**src/rtl/fft_pkg.sv**
```systemverilog
// Shared constants, frame-slot token type and helpers for the 32-point
// radix-2 MDC FFT sequencing controller.
package fft_pkg;

  localparam int FFT_FRAME_CYC = 16;
  localparam int FFT_CNT_W     = 4;
  localparam int FFT_OUT_LAT   = 15;

  // Per-stage delay-line depth (stages 2..5)
  localparam int FFT_D2 = 8;
  localparam int FFT_D3 = 4;
  localparam int FFT_D4 = 2;
  localparam int FFT_D5 = 1;

  // Stage input taps, latency from the datapath input
  localparam int FFT_L1 = 0;
  localparam int FFT_L2 = 0;
  localparam int FFT_L3 = 8;
  localparam int FFT_L4 = 12;
  localparam int FFT_L5 = 14;

  typedef enum logic {
    FRM_IDLE     = 1'b0,
    FRM_IN_FRAME = 1'b1
  } frm_state_e;

  // One frame slot travelling down the pipeline. cnt is only non-zero while
  // act is set, so a non-zero word means an occupied slot.
  typedef struct packed {
    logic                 act;
    logic                 val;
    logic [FFT_CNT_W-1:0] cnt;
  } tok_t;

  function automatic logic [3:0] bitrev4(input logic [3:0] v);
    return {v[0], v[1], v[2], v[3]};
  endfunction

endpackage

```
**src/rtl/fft_ctrl_if.sv**
```systemverilog
// Control/status bundle of fft_ctrl. The bin-index outputs exist only when
// FFT_CTRL_BITREV_EN is defined.
interface fft_ctrl_if;
  logic       in_valid;
  logic       clear_err;
  logic [3:0] com_sel;
  logic [3:0] rom_16_counter;
  logic [2:0] rom_8_counter;
  logic [1:0] rom_4_counter;
  logic       rom_2_counter;
  logic       out_valid;
  logic       out_sop;
  logic       out_eop;
  logic       busy;
  logic       err_gap;
`ifdef FFT_CTRL_BITREV_EN
  logic [4:0] out_bin_up;
  logic [4:0] out_bin_lo;

  modport master (
    output in_valid, clear_err,
    input  com_sel, rom_16_counter, rom_8_counter, rom_4_counter, rom_2_counter,
    input  out_valid, out_sop, out_eop, busy, err_gap, out_bin_up, out_bin_lo
  );
  modport slave (
    input  in_valid, clear_err,
    output com_sel, rom_16_counter, rom_8_counter, rom_4_counter, rom_2_counter,
    output out_valid, out_sop, out_eop, busy, err_gap, out_bin_up, out_bin_lo
  );
`else
  modport master (
    output in_valid, clear_err,
    input  com_sel, rom_16_counter, rom_8_counter, rom_4_counter, rom_2_counter,
    input  out_valid, out_sop, out_eop, busy, err_gap
  );
  modport slave (
    input  in_valid, clear_err,
    output com_sel, rom_16_counter, rom_8_counter, rom_4_counter, rom_2_counter,
    output out_valid, out_sop, out_eop, busy, err_gap
  );
`endif
endinterface

```
**src/rtl/fft_tap_delay.sv**
```systemverilog
// Fixed-depth delay line without enable. o_nz flags that any stored word is
// non-zero, used to see whether a pipeline segment still holds a frame slot.
module fft_tap_delay #(
  parameter int DEPTH = 1,
  parameter int WIDTH = 1
) (
  input  logic             clk,
  input  logic             rst,
  input  logic [WIDTH-1:0] i_d,
  output logic [WIDTH-1:0] o_q,
  output logic             o_nz
);

  logic [WIDTH-1:0] r_sr [DEPTH];
  logic             w_nz;

  // Shift one position per cycle; reset flushes every word
  always_ff @(posedge clk or posedge rst) begin
    if (rst) begin
      for (int i = 0; i < DEPTH; i++) r_sr[i] <= '0;
    end else begin
      r_sr[0] <= i_d;
      for (int i = 1; i < DEPTH; i++) r_sr[i] <= r_sr[i-1];
    end
  end

  // OR-reduce the whole line
  always_comb begin
    w_nz = 1'b0;
    for (int i = 0; i < DEPTH; i++) w_nz = w_nz | (|r_sr[i]);
  end

  assign o_q  = r_sr[DEPTH-1];
  assign o_nz = w_nz;

endmodule

```
**src/rtl/fft_ctrl.sv**
```systemverilog
// Sequencing controller for the 32-point radix-2 MDC FFT pipeline.
// Optional feature macro: FFT_CTRL_BITREV_EN adds out_bin_up/out_bin_lo.
//
// state        | meaning
// FRM_IDLE     | cnt_in = 0, no frame in progress at the input
// FRM_IN_FRAME | cnt_in = 1..15, frame running; counter advances every cycle
module fft_ctrl
  import fft_pkg::*;
#(
  parameter int FRAME_CYC = FFT_FRAME_CYC,
  parameter int OUT_LAT   = FFT_OUT_LAT
) (
  input  logic       clk,
  input  logic       rst,
  fft_ctrl_if.slave  bus
);

  frm_state_e r_state;
  logic [3:0] r_cnt_in;
  logic       r_err_gap;

  logic       w_in_frame;
  logic       w_act;
  logic       w_gap;
  tok_t       w_tok_in;
  tok_t       w_t3, w_t4, w_t5, w_tout;
  logic [3:0] w_nz;

  assign w_in_frame = (r_state == FRM_IN_FRAME);
  assign w_act      = w_in_frame | bus.in_valid;
  assign w_gap      = w_in_frame & ~bus.in_valid;

  assign w_tok_in.act = w_act;
  assign w_tok_in.val = w_act & bus.in_valid;
  assign w_tok_in.cnt = r_cnt_in;

  // Frame counter: start on in_valid at slot 0, then free-run to the wrap
  always_ff @(posedge clk or posedge rst) begin
    if (rst) begin
      r_state  <= FRM_IDLE;
      r_cnt_in <= '0;
    end else begin
      case (r_state)
        FRM_IDLE: begin
          if (bus.in_valid) begin
            r_state  <= FRM_IN_FRAME;
            r_cnt_in <= 4'd1;
          end
        end
        FRM_IN_FRAME: begin
          if (r_cnt_in == 4'(FRAME_CYC - 1)) begin
            r_state  <= FRM_IDLE;
            r_cnt_in <= '0;
          end else begin
            r_cnt_in <= r_cnt_in + 4'd1;
          end
        end
        default: begin
          r_state  <= FRM_IDLE;
          r_cnt_in <= '0;
        end
      endcase
    end
  end

  // Sticky gap flag; a gap wins over a simultaneous clear
  always_ff @(posedge clk or posedge rst) begin
    if (rst)                r_err_gap <= 1'b0;
    else if (w_gap)         r_err_gap <= 1'b1;
    else if (bus.clear_err) r_err_gap <= 1'b0;
  end

  // Token pipe split at the stage taps so each segment output is a tap
  fft_tap_delay #(.DEPTH(FFT_L3), .WIDTH($bits(tok_t))) u_seg3 (
    .clk(clk), .rst(rst), .i_d(w_tok_in), .o_q(w_t3), .o_nz(w_nz[0])
  );
  fft_tap_delay #(.DEPTH(FFT_L4 - FFT_L3), .WIDTH($bits(tok_t))) u_seg4 (
    .clk(clk), .rst(rst), .i_d(w_t3), .o_q(w_t4), .o_nz(w_nz[1])
  );
  fft_tap_delay #(.DEPTH(FFT_L5 - FFT_L4), .WIDTH($bits(tok_t))) u_seg5 (
    .clk(clk), .rst(rst), .i_d(w_t4), .o_q(w_t5), .o_nz(w_nz[2])
  );
  fft_tap_delay #(.DEPTH(OUT_LAT - FFT_L5), .WIDTH($bits(tok_t))) u_segout (
    .clk(clk), .rst(rst), .i_d(w_t5), .o_q(w_tout), .o_nz(w_nz[3])
  );

  // Stages 1 and 2 both see the input counter directly
  assign bus.com_sel = {w_t5.cnt[$clog2(FFT_D5)],
                        w_t4.cnt[$clog2(FFT_D4)],
                        w_t3.cnt[$clog2(FFT_D3)],
                        r_cnt_in[$clog2(FFT_D2)]};

  assign bus.rom_16_counter = r_cnt_in;
  assign bus.rom_8_counter  = r_cnt_in[2:0];
  assign bus.rom_4_counter  = w_t3.cnt[1:0];
  assign bus.rom_2_counter  = w_t4.cnt[0];

  assign bus.out_valid = w_tout.val;
  assign bus.out_sop   = w_tout.act & (w_tout.cnt == 4'd0);
  assign bus.out_eop   = w_tout.act & (w_tout.cnt == 4'(FRAME_CYC - 1));
  assign bus.busy      = w_in_frame | (|w_nz);
  assign bus.err_gap   = r_err_gap;

`ifdef FFT_CTRL_BITREV_EN
  assign bus.out_bin_up = {1'b0, bitrev4(w_tout.cnt)};
  assign bus.out_bin_lo = {1'b1, bitrev4(w_tout.cnt)};
`endif

endmodule
```
**src/flat_wrapper.sv**
```systemverilog
// flat-port wrapper written by rule: the top's interface ports become plain ports
module fft_ctrl_flat import fft_pkg::*;
#(
  parameter int FRAME_CYC = FFT_FRAME_CYC,
  parameter int OUT_LAT   = FFT_OUT_LAT
)
  (clk, rst, bus_in_valid, bus_clear_err, bus_com_sel, bus_rom_16_counter, bus_rom_8_counter, bus_rom_4_counter, bus_rom_2_counter, bus_out_valid, bus_out_sop, bus_out_eop, bus_busy, bus_err_gap);
  fft_ctrl_if bus_i ();
  input  logic clk;
  input  logic rst;
  input wire logic [$bits(bus_i.in_valid)-1:0] bus_in_valid;
  input wire logic [$bits(bus_i.clear_err)-1:0] bus_clear_err;
  output wire logic [$bits(bus_i.com_sel)-1:0] bus_com_sel;
  output wire logic [$bits(bus_i.rom_16_counter)-1:0] bus_rom_16_counter;
  output wire logic [$bits(bus_i.rom_8_counter)-1:0] bus_rom_8_counter;
  output wire logic [$bits(bus_i.rom_4_counter)-1:0] bus_rom_4_counter;
  output wire logic [$bits(bus_i.rom_2_counter)-1:0] bus_rom_2_counter;
  output wire logic [$bits(bus_i.out_valid)-1:0] bus_out_valid;
  output wire logic [$bits(bus_i.out_sop)-1:0] bus_out_sop;
  output wire logic [$bits(bus_i.out_eop)-1:0] bus_out_eop;
  output wire logic [$bits(bus_i.busy)-1:0] bus_busy;
  output wire logic [$bits(bus_i.err_gap)-1:0] bus_err_gap;
  assign bus_i.in_valid = bus_in_valid;
  assign bus_i.clear_err = bus_clear_err;
  assign bus_com_sel = bus_i.com_sel;
  assign bus_rom_16_counter = bus_i.rom_16_counter;
  assign bus_rom_8_counter = bus_i.rom_8_counter;
  assign bus_rom_4_counter = bus_i.rom_4_counter;
  assign bus_rom_2_counter = bus_i.rom_2_counter;
  assign bus_out_valid = bus_i.out_valid;
  assign bus_out_sop = bus_i.out_sop;
  assign bus_out_eop = bus_i.out_eop;
  assign bus_busy = bus_i.busy;
  assign bus_err_gap = bus_i.err_gap;
  fft_ctrl #(.FRAME_CYC(FRAME_CYC), .OUT_LAT(OUT_LAT)) u_core (.clk(clk), .rst(rst), .bus(bus_i));
endmodule
```
**config.mk**
```make
export PLATFORM = sky130hd
export DESIGN_NAME = fft_ctrl_flat
export DESIGN_NICKNAME = d
export VERILOG_FILES = /design/src/rtl/fft_pkg.sv /design/src/rtl/fft_ctrl_if.sv /design/src/rtl/fft_tap_delay.sv /design/src/rtl/fft_ctrl.sv /design/src/flat_wrapper.sv
export SDC_FILE = /design/constraint.sdc
export NUM_CORES = 1
export LEC_CHECK = 0
export CAP_MARGIN = 25
export CELL_PAD_IN_SITES_DETAIL_PLACEMENT = 1
export CELL_PAD_IN_SITES_GLOBAL_PLACEMENT = 2
export CORE_MARGIN = 3
export CORE_UTILIZATION = 37
export DETAILED_ROUTE_END_ITERATION = 8
export GPL_TIMING_DRIVEN = 0
export PLACE_DENSITY = 0.81
export SLEW_MARGIN = 20
export SYNTH_ARGS = -nofsm -noshare
export SYNTH_HDL_FRONTEND = slang
export SYNTH_SLANG_ARGS = --single-unit
```
**constraint.sdc**
```tcl
create_clock -name clk -period 2.9 [get_ports clk]
set_input_delay 0.29 -clock clk [delete_from_list [all_inputs] [get_ports clk]]
set_output_delay 0.29 -clock clk [all_outputs]
set_load 0.02 [all_outputs]
```
==> metrics.yaml, run 1 <==
outcome: "complete, no violations"
cts.clk_slew.worst_paths_ns: 0.08
grt.total_usage_pct: 13.5
wl_per_cell_um: 16.8
cts_buffers: 9
drc: 0
dr_wl_met3_um: 189
synth-warning-count: 0
ant_nets: 0
synthAdderAreaFrac_pct: 0.437
synth.distinct_cells: 21
worstPathArrival_ns: 2.36
clockRootBuffer: "clkbuf_8"
wl_met1_um: 2280
critPathMaxStageDelay_ns: 0.55
numPortBuffers: 22
grt_pass1_vias: 1577
final_layout_size_suffix_gt1_share_pct: 17.0
grt_overflow: 0
htreeDepth: 3
p_per_area_mw_per_mm2: 1090
wl_um: 5130
top_layer: "met4"
leakagePower_nw: 1.45
dieArea_mm2: 0.00883
vias: 1455
cap_violations: 0
synth_top_family_by_area: "simple AND/OR/NAND/NOR gates"
clkSinkCount: 96
worst_pin_slew_ns: 0.444
vias_per_cell: 4.77
worstSetupStartpointType: "flip-flop"
ir_worst_vdd_mv: 0.464
drt-pass1-iter-count: 4
die_w_um: 94.0
initial_core_util_pct: 38.8
yosysTopAreaCell: "dfrtp_1"
antenna_found_initial: 0
syn_area_mm2: 0.00286
num_antenna_cells: 0
multi_input_area_um2: 329
dp_hpwl_um: 3750
synthMuxAreaShare_pct: 0
required_ns: 2.61
yosysTopAreaCellShare_pct: 83.9
coreArea_mm2: 0.00737
skew_ns: 0.0112
ctsResizeCount: 0
grt_max_degree: 62
die_y_um: 94.0
synth-compound-area-share_pct: 2.45
clkLatencyLatePin_ns: 0.35
cp_top_family: "simple AND/OR/NAND/NOR gates"
end_kind: "output pin"
critical-path-slowest-cell: "clkdlybuf4s50_1"
rsz0062_at_grt: "no"
met2_length_um: 2560
utilization_pct: 46.6
ios: 23
seq_area_mm2: 0.00240
syn_area_per_cell_um2: 17.1
grt_pass1_wl_um: 8510
syn-instance-count: 167
syn_nets: 172
cp_max_fo: 2
synth_xor_area_share_pct: 0.306
synth_area_leaders: "dfrtp_1, nor4_1, buf_4"
slew_violations: 0
setup_viol: 0
cp.buffers_inverters: 1
ys_seq_elements: 96
first_iter_violations: 44
min_period_over_period_pct: 91.4
globalplace.congestion: 0.771
syn2layout_area_growth_pct: 20.0
fillers: 729
crit_chain: "nor4_1 > nand4_1 > nor4_1 > nand2_1 > clkdlybuf4s50_1"
slew_headroom_pct: 70.1
ys_seq_area_share_pct: 83.9
hold_slack_ns: 0.299
hold_class: "in -> async"
cts_tree: "built"
period_needed_ns: 2.65
path_class: "reg -> out"
fp-row-count: 31
hold_viol: 0
yosys.area_share.simple_pct: 8.30
cts_setup_buffers: 0
nets: 206
cts_buffer_depth: 2
fmax_ghz: 0.377
cts_hold_buf: 0
critical_path.most_common_cell: "nor4_1"
-- report_power, final --
part | switching [mW] | internal [mW]
Clock | 0.411 | 0.444
Sequential | 0.367 | 1.82
Combinational | 0.304 | 0.390
Total | 1.08 | 2.65
-- final cells by class --
cell class              instances  share of cell area [%]
flip-flops and latches         96                    69.9
multi-input cells              51                    9.58
repair buffers                 23                    7.21
clock buffers                  13                    4.62
well taps                      99                    3.61
plain buffers                  15                    3.28
clock inverters                 3                    1.17
inverters                       5                   0.619
-- worst paths after layout --
check	startpoint	endpoint	slack (ns)	cells after the start
min in group clk	u_core.u_seg3.r_sr[19]$_DFF_PP0_	u_core.u_seg3.r_sr[13]$_DFF_PP0_	0.37	0
setup reg to reg	u_core.bus.rom_16_counter[0]$_DFFE_PP0N_	u_core.bus.rom_16_counter[3]$_DFFE_PP0N_	1.48	5
hold / removal	rst	u_core.bus.err_gap$_DFFE_PP0P_	0.30	2
hold reg to reg	u_core.u_seg3.r_sr[19]$_DFF_PP0_	u_core.u_seg3.r_sr[13]$_DFF_PP0_	0.37	0
max in group asynchronous	rst	u_core.u_seg3.o_q[2]$_DFF_PP0_	1.99	3
setup / recovery	u_core.u_seg4.o_q[5]$_DFF_PP0_	bus_busy	0.25	5
-- layout by cell type (no fill, tap or decap), types with 3 or more instances in the layout --
cell and count:
dfrtp_1 96, clkdlybuf4s50_1 22, nor4_1 21, buf_4 13, clkbuf_8 11, nand4_1 5
inv_1 4, nor2_1 3, nand3_1 3, clkbuf_1 3
-- per-stage QoR --
stage          area [um2]  std cells  total power, mW  worst slack, ns  setup TNS, ns
6_report             3440        305             3.73            0.249              0
5_1_grt              3440        305             3.96            0.109              0
4_1_cts              3440        305             3.80            0.187              0
3_5_place_dp         3240        289             2.93            0.602              0
3_3_place_gp         3210        288             2.87            -1.12        -107.33
2_1_floorplan        2860        167             2.51            0.105              0
-- routing by layer --
| layer | GRT usage, % | vias to the layer above |
|---|---|---|
| met1 | 18.0 | 767 |
| li1 | - | 643 |
| met3 | 3.93 | 10 |
| met4 | 6.14 | 0 |
| met5 | 0 | - |
| met2 | 20.5 | 35 |
-- cells in the mapped netlist, drive strengths merged --
master and n:
a21oi 2, a22o 2, a31o 1, a41oi 1, and2 1, buf 14
clkbuf 1, dfrtp 96, ha 1, inv 5, nand2 2, nand3 3
nand4 5, nor2 3, nor3 2, nor4 23, o21ai 2, o22ai 2
xnor2 1
-- registers in the layout, summed over array words and instances, names as in the netlist --
register                   cells
u_core.bus.err_gap             1
u_core.bus.rom_16_counter      4
u_core.u_seg4.r_sr            18
u_core.u_seg4.o_q              6
u_core.u_segout.o_q            6
u_core.u_seg3.o_q              6
u_core.u_seg5.r_sr             6
u_core.u_seg5.o_q              6
u_core.u_seg3.r_sr            42
u_core.r_state                 1
-- logic make-up (layout without fill, tap and decap cells) --
logic type / after synthesis / after routing
flops: 96 / 96
compound gates: 10 / 10
simple gates: 39 / 39
xor+xnor: 1 / 1
fa+ha+maj: 1 / 1
buf+inv: 20 / 59
No activity file was read; power rests on OpenSTA's default activity.
==> run 2, diff against run 1 <==
- PLACE_DENSITY: 0.81 -> 0.79
==> metrics.yaml, run 2 (synthesis gave the netlist of run 1 again) <==
outcome: "complete, no violations"  # unchanged
rsz0062_at_grt: "no"  # unchanged
coreArea_mm2: 0.00737  # unchanged
cts_buffer_depth: 2  # unchanged
critical_path.most_common_cell: "nor4_1"  # unchanged
ir_worst_vdd_mv: 0.470  # was 0.464 mV
p_int_mw: 2.72  # was 2.65 mW
leakagePower_nw: 1.46  # was 1.45 nW
worstSetupStartpointType: "flip-flop"  # unchanged
first_iter_violations: 83  # was 44
ant_nets: 0  # unchanged
cap_violations: 0  # unchanged
initial_core_util_pct: 38.8  # unchanged
dieArea_mm2: 0.00883  # unchanged
critical-path-slowest-cell: "clkdlybuf4s50_1"  # unchanged
final_cell_mix: "dfrtp_1, clkdlybuf4s50_1, nor4_1"  # unchanged
globalplace.congestion: 0.738  # was 0.771
worstPathArrival_ns: 2.26  # was 2.36 ns
cts_tree: "built"  # unchanged
grt_max_degree: 61  # was 62
worst_pin_slew_ns: 0.556  # was 0.444 ns
grt_pass1_vias: 1657  # was 1577
cts_setup_buffers: 0  # unchanged
grt.total_usage_pct: 13.6  # was 13.5%
clkSinkCount: 96  # unchanged
grt_pass1_wl_um: 8580  # was 8510 um
path_class: "reg -> out"  # unchanged
regMostFlops: "u_core.u_seg3.r_sr"  # unchanged
required_ns: 2.61  # about the same
slew_headroom_pct: 62.6  # was 70.1%
vias_per_cell: 4.79  # was 4.77
p_per_area_mw_per_mm2: 1110  # was 1090 mW/mm2
clkPwrFrac_pct: 24.9  # was 22.9%
wl_per_cell_um: 17.1  # was 16.8 um
cp_max_fo: 2  # unchanged
wl_met1_um: 2270  # was 2280 um
fp-row-count: 31  # unchanged
fin_tns_setup_ns: 0  # unchanged
wl_um: 5200  # was 5130 um
setup_viol: 0  # unchanged
vias: 1461  # was 1455
clkLatencyLatePin_ns: 0.35  # about the same
die_y_um: 94.0  # unchanged
cts_buffers: 9  # unchanged
end_kind: "output pin"  # unchanged
drc: 0  # unchanged
met2_length_um: 2660  # was 2560 um
ios: 23  # unchanged
fmax_ghz: 0.393  # was 0.377 GHz
cts_hold_buf: 0  # unchanged
critPathMaxStageDelay_ns: 0.54  # was 0.55 ns
skew_ns: 0.00816  # was 0.0112 ns
dp_hpwl_um: 3750  # about the same
crit_chain: "nor4_1 > nand4_1 > nor4_1 > nand2_1 > clkdlybuf4s50_1"  # unchanged
pwr-share-comb_pct: 18.2  # was 18.6%
period_needed_ns: 2.55  # was 2.65 ns
num_antenna_cells: 0  # unchanged
slew_violations: 0  # unchanged
cts.clk_slew.worst_paths_ns: 0.09  # was 0.08 ns
ctsResizeCount: 0  # unchanged
top_layer: "met4"  # unchanged
hold_class: "in -> async"  # unchanged
swShare_pct: 29.2  # was 29.0%
cp-startpoint: "u_core.u_seg4.o_q[5]$_DFF_PP0_"  # unchanged
rr_startpoint: "u_core.bus.rom_16_counter[0]$_DFFE_PP0N_"  # unchanged
antenna_found_initial: 0  # unchanged
mostFrequentLayoutCell: "dfrtp_1"  # unchanged
min_period_over_period_pct: 87.8  # was 91.4%
reg.largest.list: "u_core.u_seg3.r_sr: 42 flops, u_core.u_seg4.r_sr: 18 flops"  # unchanged
syn2layout_area_growth_pct: 21.0  # was 20.0%
largest_reg_flops: 42  # unchanged
final_layout_size_suffix_gt1_share_pct: 18.0  # was 17.0%
dr_wl_met3_um: 209  # was 189 um
hold_viol: 0  # unchanged
numPortBuffers: 22  # unchanged
p_sw_mw: 1.12  # was 1.08 mW
htreeDepth: 3  # unchanged
utilization_pct: 47.0  # was 46.6%
nets: 206  # unchanged
seqPwrFrac_pct: 56.9  # was 58.5%
grt_overflow: 0  # unchanged
die_w_um: 94.0  # unchanged
drt-pass1-iter-count: 4  # unchanged
clockRootBuffer: "clkbuf_8"  # unchanged
[run 2: cell count changes in the layout (fill, tap and decap cells not counted)]
cell        before  now
clkbuf_1         3    1
inv_6            0    2
bufinv_16        1    2
clkbuf_8        11   10
clkinv_2         2    1
clkinvlp_4       0    1
[run 2: path summary, 6_finish.rpt]
kind                                                       endpoint  slack [ns]  cells past startpoint
setup / recovery                                           bus_busy        0.35                      5
hold / removal                      u_core.u_seg5.r_sr[6]$_DFF_PP0_        0.31                      2
setup reg to reg           u_core.bus.rom_16_counter[3]$_DFFE_PP0N_        1.46                      5
hold reg to reg                    u_core.u_seg3.r_sr[24]$_DFF_PP0_        0.37                      0
max in group asynchronous          u_core.u_seg3.r_sr[22]$_DFF_PP0_        1.97                      3
min in group clk                   u_core.u_seg3.r_sr[24]$_DFF_PP0_        0.37                      0
[run 2: power by group through the flow]
stage	sequential (mW)	clock, mW	combinational, mW
after floorplan	2.07	0	0.433
after global placement	2.19	0	0.688
after detailed placement	2.22	0	0.712
after CTS	2.20	0.990	0.714
after global routing	2.26	1.05	0.756
final	2.19	0.956	0.700
[run 2: metal layers]
metal,track usage (%),vias up
li1,-,642
met3,5.13,5
met5,0,-
met4,5.05,0
met1,16.5,782
met2,22.1,32
[run 2: area by class of cell]
cell class | instances | area (um2)
Multi-Input combinational cell | 51 | 329
Buffer | 15 | 113
Timing Repair Buffer | 23 | 248
Fill cell | 727 | 3910
Sequential cell | 96 | 2400
Inverter | 5 | 21.3
Tap cell | 99 | 124
Clock buffer | 10 | 138
Clock inverter | 6 | 90.1
[run 2: stage by stage]
| step | setup WS [ns] | cell area [um2] | power [mW] | cells | hold WS, ns |
|---|---|---|---|---|---|
| after floorplan | 0.105 | 2860 | 2.51 | 167 | 0.354 |
| after global placement | -1.12 | 3210 | 2.88 | 288 | 0.356 |
| after detailed placement | 0.714 | 3240 | 2.94 | 289 | 0.360 |
| after CTS | 0.288 | 3460 | 3.91 | 305 | 0.310 |
| after global routing | 0.125 | 3460 | 4.06 | 305 | 0.332 |
| final | 0.353 | 3460 | 3.84 | 305 | 0.311 |
[run 2: worst max-delay path: cells and delay by family (launching register included)]
family                 cells  cell delay, ns
buffers and inverters      1            0.54
AND/OR/NAND/NOR            4            0.96
flip-flops                 1            0.40
==> patch (settings of run 2) <==
`FFT_OUT_LAT`: 15 -> 16.
--- a/src/rtl/fft_pkg.sv
+++ b/src/rtl/fft_pkg.sv
@@ -5,5 +5,5 @@
   localparam int FFT_FRAME_CYC = 16;
   localparam int FFT_CNT_W     = 4;
-  localparam int FFT_OUT_LAT   = 15;
+  localparam int FFT_OUT_LAT   = 16;
 
   // Per-stage delay-line depth (stages 2..5)
Check against the original RTL: same outputs for any inputs over 10 cycles, from zero or initial values and one cycle with rst high; that may be too few to reach the edited logic, so the function may still have changed.
==> patch against run 2 <==
- sequential share of layout area grew 1.6 points
- sequential cell count is 6 higher
- worst setup slack got worse by 0.14 ns
- cell area is 3.8% higher
- synthesized cell count grew 4.8%
- routed wire length decreased by 0.15%
- power down 2.0%
- synthesized area rose by 5.2%
- clock skew decreased by 0.00062 ns
- largest power group unchanged
==> patch: results (changes against run 2) <==
- Run status: completed (unchanged)
- Seq/Total Area, Yosys: 84.8% (was 83.9%)
- Synth top area cells: dfrtp_1 (85%), nor4_1 (4.8%), buf_4 (3.2%) (was dfrtp_1 (84%), nor4_1 (4.6%), buf_4 (3.4%))
- Placer congestion estimate: 0.755 (was 0.738)
- Worst clock skew: 0.00755 ns (was 0.00816 ns)
- Place WS: 0.507 ns (was 0.714 ns)
- Yosys cell types: 21 (unchanged)
- Post-DP HPWL: 3750 um (about the same)
- Total number of vias: 1494 (was 1461)
- Top cells by count, synth: dfrtp_1 (102), nor4_1 (23), buf_4 (13), nand4_1 (6), inv_1 (5) (was dfrtp_1 (96), nor4_1 (21), buf_4 (13), inv_1 (5), nand4_1 (5))
- Clock tree buffer depth: 2 (unchanged)
- Total track usage: 13.2% (was 13.6%)
- Leak: 1.51 nW (was 1.46 nW)
- Share of layout cells above drive strength 1: 16.7% (was 18.0%)
- Nets: 216 (was 206)
- Vias in the first global route: 1639 (was 1657)
- Syn Nets: 180 (was 172)
- Final wirelength: 5190 um (was 5200 um)
- Min-Delay Path Class: in2async (unchanged)
- TritonCTS Buffers: 9 (unchanged)
- I/O Buffers: 22 (unchanged)
- Maximum number of pins on one net before global-route repair: 32 (was 61)
- DRT Pass-1 Iters: 3 (was 4)
- First-pass GRT wire length: 8570 um (was 8580 um)
- FFs w/ async S/R, synth: 100% (unchanged)
- Crit path DAT: 2.40 ns (was 2.26 ns)
- Max VDD drop: 0.000584 V (was 0.000470 V)
- Root buffer cell: clkbuf_8 (unchanged)
- Worst slew pin tran: 0.538 ns (was 0.556 ns)
- DR iter-0 viols: 22 (was 83)
-- patch: cell count changes after synthesis --
cell	delta
dfrtp_1	+6
a22o_1	+2
a22o_2	-2
nor4_1	+2
and2_1	-1
and2_2	+1
buf_2	+1
buf_6	-1
nand2_1	-1
nand4_1	+1
nor2_1	+1
nor4_2	-1
-- patch: stage by stage --
| stage | std cells | area [um^2] | hold WS, ns |
|---|---|---|---|
| floorplan | 175 | 3020 | 0.354 |
| global placement | 299 | 3360 | 0.358 |
| detailed placement | 302 | 3430 | 0.363 |
| CTS | 318 | 3600 | 0.332 |
| global route | 318 | 3600 | 0.358 |
| finish | 318 | 3600 | 0.330 |
-- patch: final timing paths --
kind,cells past startpoint,slack [ns],endpoint,start
min in group clk,0,0.38,u_core.u_seg4.r_sr[6],u_core.u_seg4.r_sr[12]
worst max register to register,5,1.53,u_core.bus.rom_16_counter[3],u_core.bus.rom_16_counter[0]
worst min-delay path,2,0.33,u_core.u_seg4.r_sr[8],rst
worst min register to register,0,0.38,u_core.u_seg4.r_sr[6],u_core.u_seg4.r_sr[12]
worst max-delay path,5,0.21,bus_busy,u_core.u_seg3.r_sr[23]
max in group asynchronous,4,1.84,u_core.u_seg3.r_sr[46],rst
-- patch: cell families (layout without fill, tap and decap cells) --
kind of cell | count (synthesis) | in the layout | synth area share [%]
xor gates and xnor gates | 1 | 1 | 0.291
adders and majority gates | 1 | 1 | 0.415
buffers and inverters | 20 | 61 | 4.15
and+or+nand+nor | 41 | 41 | 8.14
AOI/OAI and AO/OA | 10 | 10 | 2.24
DFF | 102 | 102 | 84.8
-- patch: area by class of cell --
type,count,area (um^2)
plain buffers,15,106
clock inverters,6,38.8
clock buffers,10,128
well taps,102,128
inverters,5,22.5
flip-flops and latches,102,2550
repair buffers,25,288
fillers,774,4210
multi-input cells,53,334
-- patch: routing by layer --
| metal | part of all wire, % | track usage [%] | up-vias |
|---|---|---|---|
| met1 | 45 | 17.2 | 776 |
| met4 | 1.5 | 5.69 | 0 |
| met2 | 49 | 20.3 | 35 |
| met5 | 0 | 0 | - |
| met3 | 3.8 | 4.38 | 8 |
| li1 | - | - | 675 |
-- patch: critical path, stage by stage, from the launching register on --
cell	delay, ns
dfrtp_1	0.40
nor4_1	0.41
nand4_1	0.19
nor4_1	0.33
nand4_1	0.15
clkdlybuf4s50_1	0.57
-- patch: power by group --
part / switching, mW / total, mW / internal, mW
clock network: 0.450 / 0.759 / 0.309
registers: 0.372 / 2.30 / 1.93
logic: 0.311 / 0.703 / 0.392
